### src/rtl/spi_adc_scanner.sv
// Round-robin SPI (mode 0) master for a multi-channel SAR ADC.
// Each converted sample is returned with its channel tag on a valid/ready stream.
module spi_adc_scanner #(
  parameter int DATA_W  = 12,
  parameter int NUM_CH  = 4,
  parameter int CH_W    = 2,
  parameter int SCK_DIV = 4,
  parameter int GAP_CYC = 8
) (
  input  logic              clk,
  input  logic              rst_n,
  input  logic              en,
  input  logic              single_ended,
  input  logic [NUM_CH-1:0] ch_mask,
  input  logic              miso,
  output logic              sck,
  output logic              mosi,
  output logic              cs_n,
  output logic [DATA_W-1:0] o_data,
  output logic [CH_W-1:0]   o_ch,
  output logic              o_valid,
  input  logic              o_ready,
  output logic              overrun,
  input  logic              clr_overrun,
  output logic              busy
);

  // state | meaning
  // IDLE  | cs_n high, waiting for en and a non-empty channel mask
  // SETUP | cs_n low, sck low for SCK_DIV clks before the first bit
  // SHIFT | FRAME_BITS sck periods, low half then high half
  // HOLD  | one clk after the last falling sck edge
  // GAP   | cs_n high for GAP_CYC clks between frames

  localparam int FRAME_BITS = 3 + CH_W + DATA_W;
  localparam int CNT_MAX    = (SCK_DIV > GAP_CYC) ? SCK_DIV : GAP_CYC;
  localparam int CNT_W      = $clog2(CNT_MAX + 1);
  localparam int BIT_W      = $clog2(FRAME_BITS);

  localparam logic [CNT_W-1:0] SCK_LOAD = CNT_W'(SCK_DIV - 1);
  localparam logic [CNT_W-1:0] GAP_LOAD = CNT_W'(GAP_CYC - 1);
  localparam logic [BIT_W-1:0] LAST_BIT = BIT_W'(FRAME_BITS - 1);

  typedef enum logic [2:0] {S_IDLE, S_SETUP, S_SHIFT, S_HOLD, S_GAP} state_t;

  state_t                state, state_nxt;
  logic [CNT_W-1:0]      cnt;
  logic [BIT_W-1:0]      bit_cnt;
  logic [FRAME_BITS-1:0] cmd_sr;
  logic [FRAME_BITS-1:0] cmd_word;
  logic [DATA_W-1:0]     rx_sr;
  logic [CH_W-1:0]       ch_cur;
  logic                  ptr_none;
  logic [CH_W-1:0]       pick_ch;
  logic                  pick_hit;
  logic                  go;
  logic                  frame_start, setup_end, sck_rise, sck_fall, hold_end;
  logic                  last_fall;
  logic                  xfer;

  assign go        = en & (|ch_mask);
  assign last_fall = sck_fall & (bit_cnt == LAST_BIT);
  assign xfer      = o_valid & o_ready;
  assign busy      = (state != S_IDLE);
  assign cmd_word  = {1'b1, single_ended, pick_ch, {(DATA_W + 1){1'b0}}};

  // Next enabled channel above the last one used, else wrap to the lowest enabled.
  always_comb begin
    pick_ch  = '0;
    pick_hit = 1'b0;
    for (int i = NUM_CH - 1; i >= 0; i--) begin
      if (ch_mask[i] && (ptr_none || i > int'(ch_cur))) begin
        pick_ch  = CH_W'(i);
        pick_hit = 1'b1;
      end
    end
    if (!pick_hit) begin
      for (int i = NUM_CH - 1; i >= 0; i--) begin
        if (ch_mask[i]) pick_ch = CH_W'(i);
      end
    end
  end

  always_ff @(posedge clk or negedge rst_n) begin
    if (!rst_n) state <= S_IDLE;
    else        state <= state_nxt;
  end

  always_comb begin
    state_nxt   = state;
    frame_start = 1'b0;
    setup_end   = 1'b0;
    sck_rise    = 1'b0;
    sck_fall    = 1'b0;
    hold_end    = 1'b0;
    case (state)
      S_IDLE: begin
        if (go) begin
          frame_start = 1'b1;
          state_nxt   = S_SETUP;
        end
      end
      S_SETUP: begin
        if (cnt == '0) begin
          setup_end = 1'b1;
          state_nxt = S_SHIFT;
        end
      end
      S_SHIFT: begin
        if (cnt == '0) begin
          if (!sck) begin
            sck_rise = 1'b1;
          end else begin
            sck_fall = 1'b1;
            if (bit_cnt == LAST_BIT) state_nxt = S_HOLD;
          end
        end
      end
      S_HOLD: begin
        hold_end  = 1'b1;
        state_nxt = S_GAP;
      end
      S_GAP: begin
        if (cnt == '0) begin
          if (go) begin
            frame_start = 1'b1;
            state_nxt   = S_SETUP;
          end else begin
            state_nxt = S_IDLE;
          end
        end
      end
      default: state_nxt = S_IDLE;
    endcase
  end

  always_ff @(posedge clk or negedge rst_n) begin
    if (!rst_n) begin
      cnt      <= '0;
      bit_cnt  <= '0;
      cmd_sr   <= '0;
      rx_sr    <= '0;
      ch_cur   <= '0;
      ptr_none <= 1'b1;
      sck      <= 1'b0;
      mosi     <= 1'b0;
      cs_n     <= 1'b1;
    end else begin
      if (frame_start || setup_end || sck_rise || (sck_fall && !last_fall))
        cnt <= SCK_LOAD;
      else if (hold_end)
        cnt <= GAP_LOAD;
      else if (cnt != '0)
        cnt <= cnt - 1'b1;

      if (frame_start) begin
        ch_cur   <= pick_ch;
        ptr_none <= 1'b0;
        cmd_sr   <= cmd_word;
        mosi     <= 1'b1;
        cs_n     <= 1'b0;
      end

      if (setup_end) begin
        bit_cnt <= '0;
        mosi    <= cmd_sr[FRAME_BITS-1];
      end

      if (sck_rise) sck <= 1'b1;

      // Falling sck edge: capture miso and present the next command bit.
      if (sck_fall) begin
        sck   <= 1'b0;
        rx_sr <= {rx_sr[DATA_W-2:0], miso};
        if (last_fall) begin
          mosi <= 1'b0;
        end else begin
          bit_cnt <= bit_cnt + 1'b1;
          cmd_sr  <= {cmd_sr[FRAME_BITS-2:0], 1'b0};
          mosi    <= cmd_sr[FRAME_BITS-2];
        end
      end

      if (hold_end) cs_n <= 1'b1;
    end
  end

  always_ff @(posedge clk or negedge rst_n) begin
    if (!rst_n) begin
      o_data  <= '0;
      o_ch    <= '0;
      o_valid <= 1'b0;
      overrun <= 1'b0;
    end else begin
      if (hold_end) begin
        o_data  <= rx_sr;
        o_ch    <= ch_cur;
        o_valid <= 1'b1;
      end else if (xfer) begin
        o_valid <= 1'b0;
      end

      if (hold_end && o_valid && !o_ready) overrun <= 1'b1;
      else if (clr_overrun)                overrun <= 1'b0;
    end
  end

endmodule
### config.mk
export PLATFORM = sky130hd
export DESIGN_NAME = spi_adc_scanner
export DESIGN_NICKNAME = d
export VERILOG_FILES = /design/src/rtl/spi_adc_scanner.sv
export SDC_FILE = /design/constraint.sdc
export NUM_CORES = 1
export LEC_CHECK = 0
export ABC_AREA = 1
export CAP_MARGIN = 15
export CORE_MARGIN = 1.5
export CORE_UTILIZATION = 25
export DETAILED_ROUTE_END_ITERATION = 16
export PLACE_DENSITY = 0.39
export SLEW_MARGIN = 20
export SYNTH_ARGS = -nofsm -noshare
export SYNTH_HDL_FRONTEND = slang
export SYNTH_SLANG_ARGS = --single-unit
### constraint.sdc
create_clock -name clk -period 1.4 [get_ports clk]
set_input_delay 0.14 -clock clk [delete_from_list [all_inputs] [get_ports clk]]
set_output_delay 0.14 -clock clk [all_outputs]
set_load 0.03 [all_outputs]
Word level (Yosys, flattened, before mapping)
Cells that the tools add are included.

storage, ports and cells
  flip-flop bits (word level) = 63
  bits of input ports = 11
  logic and storage cells = 114

operators by class
  add/sub/neg operators = 2
  order comparisons = 3
  equality and inequality tests = 11
  mux-type cells = 54
  bitwise logic cells = 3
  reductions and logical operators = 27

operators with widths
  operator                                             number
  two-way mux 17 bit                                   3
  two-way mux 1 bit                                    28
  two-way mux 2 bit                                    9
  two-way mux 3 bit                                    6
  two-way mux 5 bit                                    3
  case mux 3 bit (5 select lines)                      1
  two-way mux 4 bit                                    3
  inequality test 2 bit, second input constant         6
  nonzero test 3 bit                                   3
  nonzero test 2 bit                                   4
  logical AND 1 bit                                    7
  equality test 3 x 2 -> 1 bit, second input constant  2
  logical OR 1 bit                                     6
  AND reduction 6 bit                                  1
  adder 5 x 1 -> 5 bit, second input constant          1
  equality test 5 bit, second input constant           1
  > comparator 2 bit, first input constant             2
  zero test 4 bit                                      1
  nonzero test 4 bit                                   1
  OR reduction 4 bit                                   1
  subtractor 4 x 1 -> 4 bit, second input constant     1
  AND 1 bit                                            3
  equality test 3 x 1 -> 1 bit, second input constant  1
  equality test 3 bit, second input constant           1
  other kinds (4)                                      5

Depth between registers and ports, before layout
Gate-level depths: netlist (run 1).

  depth in word-level cells = 15
  depth in mapped cells = 11

Worst setup path after synthesis (run 1)
No wires, ideal clock.

  path kind = register -> register
  start = register cnt[0]
  end = register bit_cnt[3]
  library setup time = 0.121 ns
  arrival = 1.367 ns
  slack = -0.088 ns
  cell stages (with the launch flop) = 11
  period minus slack after synthesis = 1.488 ns
  path through = dfrtp_1 inv_1 ha_1 nand2_4 nor2_4 inv_2 nor2_4 buf_6 nand2_1 nor2_1 a21oi_1

between the ends
  longest elaborated chain between the ends = 6
  elaborated cells between the ends (all ways) = 9
  those cells by class = 7 x mux; 1 x bitwise; 1 x reduce/logical

ends and longest elaborated chain
  what                                                   RTL line  RTL
  from (decl)                                            47        logic [CNT_W-1:0] cnt;
  from (signal assigned)                                 154       cnt <= cnt - 1'b1;
  zero test 4 bit (*)                                    104, 110
  two-way mux 1 bit (on tied branches)                   104, 110
  two-way mux 1 bit                                      96        case (state)
  two-way mux 5 bit / AND 1 bit (equally long branches)  164, 62
  two-way mux 5 bit                                      175       if (last_fall) begin
  two-way mux 5 bit (*)                                  172       if (sck_fall) begin
  to (signal assigned)                                   178       bit_cnt <= bit_cnt + 1'b1;
  to (decl)                                              48        logic [BIT_W-1:0] bit_cnt;

Every way passes the cells marked *; elsewhere a longest branch is shown, timed or not.
A chain may end at the register's enable or synchronous reset.

Worst setup path after layout (run 1)
  start = register cnt[1]
  end = register bit_cnt[3]

Same word-level chain as after synthesis.

==> results.ini, run 1 <==
[run_status]
outcome=finished, violations left
violations=negative setup slack

[route]
vias=2418
first_iter_violations=89
firstDrtPassIters=5
ant_nets=0
routed_via_density=4.26
wl_mm=6.73
drc=0
routedWlPerCell_um=11.8

[clock_tree]
cts_root_buf=clkbuf_16
clockBufferDepth=2
cts_buffers=9
insertion_delay_ns=0.33
cts.sinks=63
cts_tree=built
clk_pin_slew_ns=0.06
h-tree-depth=3

[sta]
fin_ws_ns=-0.110
period_share_pct=108
setup_viol=33
tns_ns=-1.75
rsz0062_at_grt=yes
tightest_slew_ns=0.373
relSlewSlack_pct=75.1
hold_slack_ns=0.331
layout_min_cycle_time_ns=1.51
hold_viol=0
slew_violations=0
finClkSkew_ns=0.00999
clock.fmax_mhz=662

[synth]
synth_cell_type_count=30
yosysWarnings=0
ys_ff_latch=63
syn-num-nets=344
syn_area_mm2=0.00284
avgSynthCellArea_um2=8.63
ys_seq_area_share_pct=55.6
netlist_instances=329

[global_routing]
grt_pass1_wl_mm=10.9
overflow=0
grt_usage_pct=11.7
grt_pass1_vias=2327
antenna_found_initial=0
grt_start_max_net_pins=64

[floorplanning]
initial_core_util_pct=25.9
core_area_mm2=0.0109
ios=31
dieArea_mm2=0.0120
dieWidth_um=110
rows=38
die_y_um=110

[setup_path]
r2r_slack_ns=-0.11
critPathKind=flip-flop to flip-flop
worst_path_largest_cell_delay_ns=0.38
worst-path-buf-inv=3
cp_cell_sequence=inv_2 -> ha_4 -> nand2_4 -> nor2_4 -> inv_2 -> nor2_4 -> buf_6 -> nand2_4 -> nor2_2 -> a21oi_1
cp.arrival_ns=1.72
crit_slowest_cell=dfrtp_1
end_kind=flip-flop
path_max_fanout=5
critPathTopFamily=simple AND/OR/NAND/NOR gates
cp.required_ns=1.61
startpoint_type=flip-flop

[power]
power_mw=4.15
p_leak_nw=2.20
pwr_density_cell_mw_per_mm2=943
irDropWorstVdd_uv=676

[cells_and_area]
final_cell_area_mm2=0.00440
final_net_count=439
drive_above_1_share_pct=36.4
n_antenna_cell=0
areaGrowthSynthToFinish_pct=55.2

[placement]
dpl_cell_area_mm2=0.00361
port-buffer-count=30
hpwlAfterDp_mm=4.25
gp_congestion=0.738

[min_path]
holdCritPathClass=primary input to async pin

[run]
maxCapViolations=0

## flip-flops by register name, indices dropped and copies added (netlist names)
register,count
o_ch,2
cmd_sr,17
sck,1
state,3
ptr_none,1
o_valid,1
cnt,4
overrun,1
rx_sr,12
mosi,1
cs_n,1
o_data,12
ch_cur,2
bit_cnt,5
## synth_stat cells
| master | instances | area (um^2) |
|---|---|---|
| dfrtp_1 | 61 | 1530 |
| o31ai_1 | 1 | 7.51 |
| clkbuf_2 | 1 | 5.00 |
| nor2_4 | 4 | 45.0 |
| nand3_1 | 23 | 115 |
| xnor2_1 | 1 | 8.76 |
| nor3_1 | 3 | 15.0 |
| nand2_4 | 1 | 11.3 |
| o211ai_1 | 2 | 15.0 |
| dfstp_2 | 2 | 52.6 |
| buf_6 | 3 | 33.8 |
| nand3b_1 | 1 | 7.51 |
| nand2_2 | 1 | 6.26 |
| nor2_1 | 21 | 78.8 |
| o21ai_1 | 4 | 20.0 |
| nand3_2 | 1 | 10.0 |
| inv_1 | 39 | 146 |
| a21oi_1 | 7 | 35.0 |
| a21oi_2 | 1 | 8.76 |
| nand4_1 | 5 | 31.3 |
| buf_2 | 3 | 15.0 |
| inv_2 | 4 | 15.0 |
| o22ai_1 | 2 | 12.5 |
| clkbuf_1 | 3 | 11.3 |
| ha_1 | 4 | 50.1 |
| xor2_1 | 2 | 17.5 |
| nor2_2 | 2 | 12.5 |
| o21ai_0 | 33 | 165 |
| nand2_1 | 93 | 349 |
| nor3_2 | 1 | 10.0 |
## final cells by class
class                   instances  area (um^2)
multi-input cells             213         1260
clock inverters                 6         71.3
inverters                      43          181
clock buffers                   9          225
repair buffers                 94          912
well taps                     140          175
flip-flops and latches         63         1580
fillers                      1131         6530
## worst paths after layout
check | from | to | cells past startpoint
min in group clk | clr_overrun | overrun | 2
max in group asynchronous | rst_n | ptr_none | 3
max reg2reg | cnt[1] | bit_cnt[3] | 10
min | rst_n | o_data[6] | 3
max | cnt[1] | bit_cnt[3] | 10
min reg2reg | o_data[10] | o_data[10] | 2
## worst reg2reg max path: cells and delay by family, from the launching register on
kind	cells	cell delay (ns)
flip-flops	1	0.38
AO/OA/AOI/OAI	1	0.04
buffers and inverters	3	0.30
adder cells (fa/ha/maj)	1	0.15
AND/OR/NAND/NOR	5	0.52
## cell usage in the layout (no fill, tap or decap), types with 3 or more instances in the layout
master / instances
nand2_4: 6
buf_12: 6
buf_4: 47
inv_2: 10
nand2_2: 19
inv_1: 29
o21ai_2: 4
nor2_2: 6
nor2_1: 12
a21oi_1: 6
nand4_1: 5
dlygate4sd2_1: 18
nor2_4: 9
o21ai_1: 15
buf_6: 9
dfrtp_1: 60
clkdlybuf4s50_1: 9
nand2_1: 70
o21ai_0: 17
inv_4: 3
nand3_2: 5
clkbuf_16: 12
nand3_1: 19
## power by group
group,internal (mW),switching [mW]
Clock,1.38,0.828
Combinational,0.0486,0.0644
Sequential,1.83,0.00334
Total,3.26,0.896
## metal layers
| metal | routed length, um | vias up | global-route usage (%) |
|---|---|---|---|
| met3 | 279 | 8 | 3.56 |
| met4 | 83 | 0 | 3.90 |
| li1 | - | 1241 | - |
| met1 | 3280 | 1133 | 15.4 |
| met2 | 3090 | 36 | 18.4 |
| met5 | 0 | - | 0 |
## kinds of logic (layout without fill, tap and decap cells)
group,after synthesis,in the layout,synth area share (%)
fa+ha+maj,4,4,1.76
flops,63,63,55.6
simple gates,156,156,24.4
compound gates,50,50,9.30
xor+xnor,3,3,0.926
buf+inv,53,152,7.98
## through the flow
step                instances  util [%]  setup WS, ns
floorplan                 329         -      0.000830
global placement          532      33.0        -0.134
detailed placement        532      33.0        -0.154
CTS                       554      37.1       -0.0996
global route              568      40.3        -0.196
finish                    568      40.3        -0.110
## what timing repair did
item / 4_1_cts / 5_1_grt
hold buffers: 1 / 0
pin swaps: 19 / 17
gates resized for setup: 55 / 74
hold endpoints to repair: 61 / 0
gates cloned: 0 / 4
setup endpoints to repair: 59 / 56
setup buffers: 7 / 10
Note: power is estimated with default switching activity, not from simulation.
==> inputs of run 2 (changes only) <==
- CAP_MARGIN: 15 -> 20
- clock period: 1.4 -> 1.3 ns (I/O delays scaled with it)
==> run 2 against run 1 <==
- the flow still finishes with violations (negative setup slack)
- critical endpoint is now cmd_sr[4]
- wire length is 2.9% higher
- critical path depth is the same
- count of clock-buffer cells in the layout is 3 higher
- largest power group unchanged
==> results.ini, run 2 (same netlist as run 1, synthesis figures left out) <==
[clock_tree]
cts.sinks=63
cts_buffers=9
cts_root_buf=clkbuf_16
clockBufferDepth=2
h-tree-depth=3
insertion_delay_ns=0.32
cts_tree=built
clk_pin_slew_ns=0.05

[floorplanning]
core_area_mm2=0.0109
dieArea_mm2=0.0120
die_y_um=110
initial_core_util_pct=25.9
ios=31
rows=38
dieWidth_um=110

[power]
irDropWorstVdd_uv=511
power_mw=4.50
pwr_density_cell_mw_per_mm2=1020
p_leak_nw=2.21

[global_routing]
grt_pass1_wl_mm=11.9
grt_start_max_net_pins=29
overflow=0
grt_usage_pct=13.0
antenna_found_initial=0
grt_pass1_vias=2471

[route]
wl_met1_mm=3.43
route.met3.wl_um=201
drc=0
routed_via_density=4.26
firstDrtPassIters=4
routed.top_layer=met4
first_iter_violations=72
vias=2417
wl_mm=6.92
ant_nets=0
routedWlPerCell_um=12.2
wl_met2_mm=3.20

[sta]
clock.fmax_mhz=673
tightest_slew_ns=0.434
relSlewSlack_pct=71.0
period_share_pct=114
finClkSkew_ns=0.00801
slew_violations=0
fin_ws_ns=-0.185
layout_min_cycle_time_ns=1.48
rsz0062_at_grt=yes
tns_ns=-5.33
setup_viol=54
hold_slack_ns=0.280
hold_viol=0

[cells_and_area]
final_cell_mix=nand2_1, dfrtp_1, buf_4
reg_top3=cmd_sr x17, o_data x12, rx_sr x12
final_cells=567
largest_reg_flops=17
final_net_count=438
n_antenna_cell=0
layout_commonest_cell=nand2_1
largest_register=cmd_sr
areaGrowthSynthToFinish_pct=55.5
drive_above_1_share_pct=35.1

[placement]
port-buffer-count=30
hpwlAfterDp_mm=4.57
pre_cts_slack_ns=-0.260
dp.cells=535
gp_congestion=0.722

[setup_path]
r2r-end=cmd_sr[4]
r2r_slack_ns=-0.18
worst_path_largest_cell_delay_ns=0.39
cp.arrival_ns=1.70
path_max_fanout=7
end_kind=flip-flop
r2r_cells=10
cp.required_ns=1.51
worst-path-buf-inv=4
r2r_start=cnt[1]
critPathKind=flip-flop to flip-flop
startpoint_type=flip-flop
crit_slowest_cell=dfrtp_1
cp_cell_sequence=inv_2 -> ha_4 -> nand2_8 -> nor2_4 -> inv_2 -> nor2_4 -> inv_4 -> clkbuf_16 -> nand3_1 -> nand2_1
critPathTopFamily=simple AND/OR/NAND/NOR gates

[run_status]
violations=negative setup slack
outcome=finished, violations left

[min_path]
holdCritPathClass=primary input to async pin

[run]
maxCapViolations=0

run 2: cell types whose count changed in the layout (fill, tap and decap cells not counted), moves of 3 or more:
cell / change
nand3_1: -7
nand3_2: +7
buf_4: -5
nand2_1: +4
buf_16: +3
nand2_4: -3
o21ai_0: +3
o21ai_2: -3
run 2: worst max path at each step:
stage	start	to	slack, ns	cells past startpoint
4_1_cts	cnt[1]	bit_cnt[3]	-0.18	10
6_report	cnt[1]	cmd_sr[4]	-0.18	10
3_5_place_dp	ch_mask[1]	cmd_sr[6]	-0.26	8
3_3_place_gp	ch_mask[1]	cmd_sr[1]	-0.22	8
5_1_grt	cnt[1]	cmd_sr[2]	-0.31	10
2_1_floorplan	cnt[0]	bit_cnt[3]	-0.06	10
run 2: final cells by class:
type / count / area, um^2
fill: 1136 / 6520
inverter: 43 / 171
clock inverter: 3 / 42.5
sequential: 63 / 1580
timing repair buffer: 93 / 938
clock buffer: 12 / 256
tap: 140 / 175
multi-input combinational: 213 / 1250
run 2: per-stage QoR:
| stage | instance area, um^2 | utilization (%) |
|---|---|---|
| floorplan | 2880 | - |
| global placement | 3670 | 33.5 |
| detailed placement | 3670 | 33.5 |
| CTS | 4280 | 39.2 |
| global route | 4410 | 40.3 |
| finish | 4410 | 40.3 |
run 2: worst register-to-register path: cells and delay by family (launching register included):
family	cells	cell delay, ns
and+or+nand+nor	5	0.44
DFF	1	0.39
adders and majority gates	1	0.16
buffers and inverters	4	0.39
run 2: report_power, final:
part | switching [mW] | leakage (nW) | internal, mW
combinational | 0.0720 | 1.31 | 0.0580
clock | 0.821 | 0.145 | 1.57
sequential | 0.00403 | 0.753 | 1.97
total | 0.897 | 2.21 | 3.60
run 2: timing repair:
item | CTS | global route
hold buffers | 1 | 0
resized for setup | 86 | 25
gates cloned | 3 | 1
pin swaps | 14 | 10
endpoints found under the setup margin | 79 | 65
hold endpoints to repair | 14 | 0
buffers inserted | 7 | 5
run 2: routing by layer:
| layer | GRT usage (%) | vias up |
|---|---|---|
| li1 | - | 1238 |
| met1 | 17.4 | 1147 |
| met2 | 20.3 | 25 |
| met3 | 3.56 | 7 |
| met4 | 4.45 | 0 |
| met5 | 0 | - |
